`src/rtl/pipeline_pkg.sv`:
```
// Types and constants shared by the fetch/decode boundary and later pipeline stages.
package pipeline_pkg;

    localparam int XLEN = 32;
    localparam int ALEN = 32;

    // addi x0, x0, 0
    localparam logic [XLEN-1:0] NOP_INSTR = 32'h00000013;

    typedef struct packed {
        logic [XLEN-1:0] instr;
        logic [ALEN-1:0] pc;
        logic [ALEN-1:0] pcplus4;
    } fd_entry_t;

endpackage

```
`src/rtl/fd_fifo_ctrl.sv`:
```
// Pointer/occupancy control for the fetch-decode queue. Full and empty are
// derived from the occupancy count alone, so pointers may wrap freely.
module fd_fifo_ctrl #(
    parameter  int DEPTH = 4,
    localparam int PTR_W = $clog2(DEPTH),
    localparam int CNT_W = PTR_W + 1
) (
    input  logic             clk,
    input  logic             rst,
    input  logic             valid_f,
    input  logic             flush,
    input  logic             stall_d,
    output logic             stall_f,
    output logic             valid_d,
    output logic             enq,
    output logic             deq,
    output logic [PTR_W-1:0] wr_ptr,
    output logic [PTR_W-1:0] rd_ptr,
    output logic [CNT_W-1:0] count
);

    localparam logic [CNT_W-1:0] FULL_COUNT = CNT_W'(DEPTH);

    logic [PTR_W-1:0] wr_ptr_q, wr_ptr_d;
    logic [PTR_W-1:0] rd_ptr_q, rd_ptr_d;
    logic [CNT_W-1:0] count_q, count_d;

    // Flags depend only on registered state; stall_d never reaches stall_f.
    assign stall_f = (count_q == FULL_COUNT);
    assign valid_d = (count_q != '0);
    assign enq     = valid_f && !stall_f && !flush;
    assign deq     = valid_d && !stall_d && !flush;

    always_comb begin
        wr_ptr_d = wr_ptr_q;
        rd_ptr_d = rd_ptr_q;
        count_d  = count_q;
        if (flush) begin
            wr_ptr_d = '0;
            rd_ptr_d = '0;
            count_d  = '0;
        end else begin
            if (enq) wr_ptr_d = wr_ptr_q + PTR_W'(1);
            if (deq) rd_ptr_d = rd_ptr_q + PTR_W'(1);
            count_d = count_q + CNT_W'(enq) - CNT_W'(deq);
        end
    end

    always_ff @(posedge clk or negedge rst) begin
        if (!rst) begin
            wr_ptr_q <= '0;
            rd_ptr_q <= '0;
            count_q  <= '0;
        end else begin
            wr_ptr_q <= wr_ptr_d;
            rd_ptr_q <= rd_ptr_d;
            count_q  <= count_d;
        end
    end

    assign wr_ptr = wr_ptr_q;
    assign rd_ptr = rd_ptr_q;
    assign count  = count_q;

endmodule

```
`src/rtl/fetch_decode_buffer.sv`:
```
// Instruction queue replacing the IF/ID register: holds {instr, pc, pc+4}
// entries and presents the head to decode, masked to a NOP when empty.
module fetch_decode_buffer
    import pipeline_pkg::*;
#(
    parameter  int DATA_WIDTH    = XLEN,
    parameter  int ADDRESS_WIDTH = ALEN,
    parameter  int DEPTH         = 4,
    localparam int PTR_W         = $clog2(DEPTH),
    localparam int CNT_W         = PTR_W + 1
) (
    input  logic                     clk,
    input  logic                     rst,
    input  logic                     valid_f,
    input  logic [DATA_WIDTH-1:0]    instr_f,
    input  logic [ADDRESS_WIDTH-1:0] pc_f,
    input  logic [ADDRESS_WIDTH-1:0] pcplus4_f,
    output logic                     stall_f,
    input  logic                     flush,
    input  logic                     stall_d,
    output logic                     valid_d,
    output logic [DATA_WIDTH-1:0]    instr_d,
    output logic [ADDRESS_WIDTH-1:0] pc_d,
    output logic [ADDRESS_WIDTH-1:0] pcplus4_d,
    output logic [CNT_W-1:0]         count
);

    logic             enq;
    logic             deq;
    logic [PTR_W-1:0] wr_ptr;
    logic [PTR_W-1:0] rd_ptr;

    fd_fifo_ctrl #(
        .DEPTH (DEPTH)
    ) u_ctrl (
        .clk     (clk),
        .rst     (rst),
        .valid_f (valid_f),
        .flush   (flush),
        .stall_d (stall_d),
        .stall_f (stall_f),
        .valid_d (valid_d),
        .enq     (enq),
        .deq     (deq),
        .wr_ptr  (wr_ptr),
        .rd_ptr  (rd_ptr),
        .count   (count)
    );

    // Storage is deliberately not reset; the output mask hides stale entries.
    fd_entry_t entries_q [DEPTH];
    fd_entry_t wr_entry;
    fd_entry_t head;

    always_comb begin
        wr_entry         = '0;
        wr_entry.instr   = instr_f;
        wr_entry.pc      = pc_f;
        wr_entry.pcplus4 = pcplus4_f;
    end

    always_ff @(posedge clk) begin
        if (enq) entries_q[wr_ptr] <= wr_entry;
    end

    // Asynchronous read so a new head is visible in the cycle it becomes head.
    assign head = entries_q[rd_ptr];

    always_comb begin
        instr_d   = DATA_WIDTH'(NOP_INSTR);
        pc_d      = '0;
        pcplus4_d = '0;
        if (valid_d) begin
            instr_d   = head.instr;
            pc_d      = head.pc;
            pcplus4_d = head.pcplus4;
        end
    end

endmodule

```
`config.mk`:
```
export PLATFORM = sky130hd
export DESIGN_NAME = fetch_decode_buffer
export DESIGN_NICKNAME = d
export VERILOG_FILES = /design/src/rtl/pipeline_pkg.sv /design/src/rtl/fd_fifo_ctrl.sv /design/src/rtl/fetch_decode_buffer.sv
export SDC_FILE = /design/constraint.sdc
export NUM_CORES = 1
export LEC_CHECK = 0
export ABC_AREA = 1
export BUFFER_PORTS_ARGS = -buffer_cell sky130_fd_sc_hd__buf_2
export CORE_ASPECT_RATIO = 0.6
export CORE_UTILIZATION = 55
export DETAILED_ROUTE_END_ITERATION = 10
export PLACE_DENSITY_LB_ADDON = 0.08
export SLEW_MARGIN = 5
export SYNTH_ARGS = -nofsm -noshare
export SYNTH_HDL_FRONTEND = slang
export SYNTH_SLANG_ARGS = --single-unit
```
`constraint.sdc`:
```
create_clock -name clk -period 13.4 [get_ports clk]
set_clock_uncertainty 0.05 [all_clocks]
set_input_delay 1.34 -clock clk [delete_from_list [all_inputs] [get_ports clk]]
set_output_delay 1.34 -clock clk [all_outputs]
set_load 0.01 [all_outputs]
```
* Word level (Yosys, flattened, before mapping) *
Memory sizes are Yosys's and may differ from the RTL's.
Index checks and enable logic that the tools add are counted.

cells by class
  add/sub/neg operators = 4
  equal/unequal tests = 1
  multiplexer cells = 10
  reduce and logical (&&, ||, !) cells = 10

operator list
  kind                   number
  $mux W32               3
  $mux W2                4
  $add A2 B1 Y2 const B  2
  $logic_and A1 B1 Y1    4
  $reduce_bool A2 Y1     2
  $add A3 B1 Y3          1
  $eq A3 B3 Y1 const B   1
  $logic_not A1 Y1       3
  $mux W3                1
  $reduce_bool A3 Y1     1
  $sub A3 B1 Y3          1
  $mux W1                2

word-level totals
  register bits = 7
  bits in writable memories = 384
  bits of input ports = 101
  output and inout port bits = 101
  word-level logic and storage cells = 29
  memories kept = 1

memories
  name       depth  bits a word  read ports  clocked after Yosys merged registers in  wr ports  line                       text
  entries_q  4      96           1           0                                        1         fetch_decode_buffer.sv:51  fd_entry_t entries_q [DEPTH];

* Longest topological paths before layout *
  depth in word-level cells = 7
  depth in mapped cells = 12
  mapped depth without buffers = 12

* Modules after synthesis *
Synthesis repeated with hierarchy kept, for this count alone.

unflattened totals
  cells, all modules = 1,569
  area total of the unflattened synthesis = 16,652.2 µm²

by module, submodules not included
  module               instances  cells each  area each (µm²)  sequential area each (µm²)
  fetch_decode_buffer  1          1,514       16,218.1         11,531.1
  fd_fifo_ctrl         1          55          434.2            175.2

* Worst setup path after synthesis *
Ideal clock, no wire load.

  path type = input to register
  start point = in flush
  end point = mem entries_q[0][0] in the netlist's numbering, enable pin
  library setup time = 552 ps
  data arrival time = 5,644 ps
  data required time = 12,798 ps
  setup slack = 7,154 ps
  cell stages on the path = 3
  buffers on the path = 0
  path through = clkinv_1 -> nand3_1 -> nor2_1

between the ends
  cells in the longest elaborated chain, start to end = 4

RTL lines
  item                           line                       text
  from (decl)                    fetch_decode_buffer.sv:19  input logic flush,
  $logic_not A1 Y1               fd_fifo_ctrl.sv:31         assign enq = valid_f && !stall_f && !flush;
  $logic_and A1 B1 Y1            fd_fifo_ctrl.sv:31
  $mux W1                        fetch_decode_buffer.sv:63  if (enq) entries_q[wr_ptr] <= wr_entry;
  $mux W1 (implied by the code)  fetch_decode_buffer.sv:63
  to (decl)                      fetch_decode_buffer.sv:51

No other way between the ends.

* Worst setup path after layout *
  start point = reg u_ctrl.rd_ptr_q[0] (netlist: u_ctrl.rd_ptr[0])
  end point = out instr_d[16]

between the ends
  cells in the longest elaborated chain, start to end = 2

RTL lines
  item                    line                       text
  from (decl)             fd_fifo_ctrl.sv:25         logic [PTR_W-1:0] rd_ptr_q, rd_ptr_d;
  from (signal assigned)  fd_fifo_ctrl.sv:56         rd_ptr_q <= rd_ptr_d;
  $mem_v2 Z4 W96          --
  $mux W32                fetch_decode_buffer.sv:73  if (valid_d) begin
  to (decl)               fetch_decode_buffer.sv:22  output logic [DATA_WIDTH-1:0] instr_d,

No other way between the ends.

==> results.cfg <==
[run_status]
status = finished, final reports clean

[place]
gp_congestion = 0.735
placed_area_um2 = 18000
io_buffer_count = 201
dp_hpwl_um = 18800
post-place-ws_ns = 9.00

[synth]
syn_inst = 1571
synth_nets = 1679
synth-seq-cells = 391
yosysSeqAreaShare_pct = 69.5
synth_area_um2 = 16800
synth-edff-count = 384
async_flop_share_pct = 1.79
syn_avg_cell_area_um2 = 10.7
yosysWarnings = 0
synthDistinctLibCells = 25
synth_ff_type = edfxtp_1

[detailed_routing]
via_per_inst = 4.88
dr.pass1.iters = 5
final_antenna_net_count = 0
vias = 10600
wirelength_um = 35000
drtIter0Drc = 704
wl_per_cell_um = 16.1
drt_drc_violations_left = 0

[sta]
setup_slack_ns = 8.59
setup_viol = 0
max_slew_margin_pct = 27.9
rsz0062_at_grt = false
hold_viol = 0
setup_tns_ns = 0
maxSlewViolCount = 0
worstMarginPinSlew_ns = 1.08
finalCritPeriodShare_pct = 35.9
post-route-min-period_ns = 4.81
max_freq_mhz = 208

[critical_path]
arrival_ns = 3.42
crit_path_start_kind = flip-flop
worstSetupPathType = flip-flop to output port
cp_max_fo = 113
worstPathRequired_ns = 12.01
cp-end-kind = output port

[floorplanning]
ioPinCount = 202
rows = 49
die_width_um = 228
fp.dieH_um = 138
die_area_um2 = 31400
core_um2 = 30000
start_util_pct = 56.1

[clock_tree]
post_cts_buffers = 0
cts_tree = built
postCtsHoldBufs = 0
insertion_delay_ns = 0.52
cts-buffers-inserted = 37
htreeDepth = 2
cts_buffer_depth = 3
root_buffer = clkbuf_16
post_cts_resized = 0
clkSinkCount = 391
path_clk_slew_ns = 0.06

[hold_path]
hp-class = flip-flop to flip-flop

[global_route]
grt_pass1_vias = 9767
grt_first_pass_wirelength_um = 53300
grt.total_usage_pct = 22.2
antenna_found_initial = 5
grt_max_degree = 114
grt.overflow.total = 0

[layout]
postLayoutCoreUtil_pct = 63.9
area_growth_syn_to_layout_pct = 13.9
layout.nets = 1856
drive_gt1_share_pct = 16.0
design_area_um2 = 19200

[power]
p_leak_nw = 8.67
peakVddDrop_mv = 0.110
powerDensity_nw_per_um2 = 183

[flow_run]
maxCapViolations = 0
critical path: stages, from the launching register on:
cell	delay, ns
dfrtp_4	0.66
inv_6	0.62
buf_4	0.81
nand2_1	0.16
nand3_2	0.10
a21oi_1	0.13
buf_2	0.19
synthesized netlist by cell type, types with 2 or more instances:
cell	number	area, µm²
nand4_1	4	25.0
o21ai_0	3	15.0
inv_2	2	7.51
nand3_2	10	100
edfxtp_1	384	11500
nand3_1	185	926
buf_4	3	22.5
clkbuf_1	10	37.5
o211ai_1	3	22.5
nand2_1	393	1480
buf_2	44	220
a21oi_1	92	460
buf_6	16	180
ha_1	6	75.1
nor2_1	8	30.0
a21oi_2	2	17.5
inv_1	392	1470
dfrtp_1	7	175
placed cells by master, fill, tap and decap left out:
cell type,instances
a21oi_1,92
a21oi_2,2
buf_2,201
buf_4,11
bufinv_16,5
clkbuf_1,10
clkbuf_16,37
clkinv_1,6
clkinv_2,6
clkinvlp_4,1
dfrtp_1,5
dfrtp_4,2
diode_2,2
edfxtp_1,384
fa_1,1
ha_1,6
inv_1,392
inv_6,1
nand2_1,393
nand2_4,1
nand3_1,185
nand3_2,10
nand4_1,4
nor2_1,4
nor2_2,1
nor2_4,4
o211ai_1,3
o21ai_0,3
or2_2,1
routing by layer:
metal  GRT usage (%)  share of wire (%)  vias up
met4            5.67                1.6        6
met2            35.7                 47      228
met3            4.43                5.4       47
met5               0               0.11        -
li1                -                  -     5342
met1            31.3                 46     5016
power by group:
group | internal, mW | switching (mW)
sequential | 1.42 | 0.0407
combinational | 0.314 | 0.700
clock | 0.603 | 0.427
flip-flops by register name (all words and copies together), names as in the netlist:
name           count
entries_q        384
u_ctrl.count       3
u_ctrl.rd_ptr      2
u_ctrl.wr_ptr      2
cell type report:
class	count	area [µm²]
Tap cell	408	510
Clock inverter	15	196
Antenna cell	2	5.00
Multi-Input combinational cell	710	3220
Inverter	396	1490
Timing Repair Buffer	212	1090
Clock buffer	47	963
Fill cell	2421	10800
Sequential cell	391	11700
logic make-up after synthesis:
logic type                 synth area share, %
buffers and inverters                     11.6
adders and majority gates                0.564
AOI/OAI and AO/OA                         3.06
DFF                                       69.5
and+or+nand+nor                           15.3
stage by stage:
stage,hold WS (ns),instances,power (mW)
5_1_grt,0.580,2179,3.69
3_5_place_dp,0.532,2117,2.51
2_1_floorplan,0.468,1571,2.16
6_report,0.544,2181,3.51
3_3_place_gp,0.531,2117,2.50
4_1_cts,0.544,2179,3.54
worst paths after layout:
check / start / end / slack (ns) / cells past startpoint
max: u_ctrl.rd_ptr[0] / instr_d[16] / 8.59 / 6
min: u_ctrl.wr_ptr[0] / u_ctrl.wr_ptr[0] / 0.54 / 2
max reg2reg: u_ctrl.count[1] / entries_q[0][41] / 9.97 / 5
min reg2reg: u_ctrl.wr_ptr[0] / u_ctrl.wr_ptr[0] / 0.54 / 2
max in group asynchronous: rst / u_ctrl.rd_ptr[0] / 12.51 / 1
min in group asynchronous: rst / u_ctrl.rd_ptr[1] / 0.60 / 1
No activity file was read; power rests on OpenSTA's default activity.
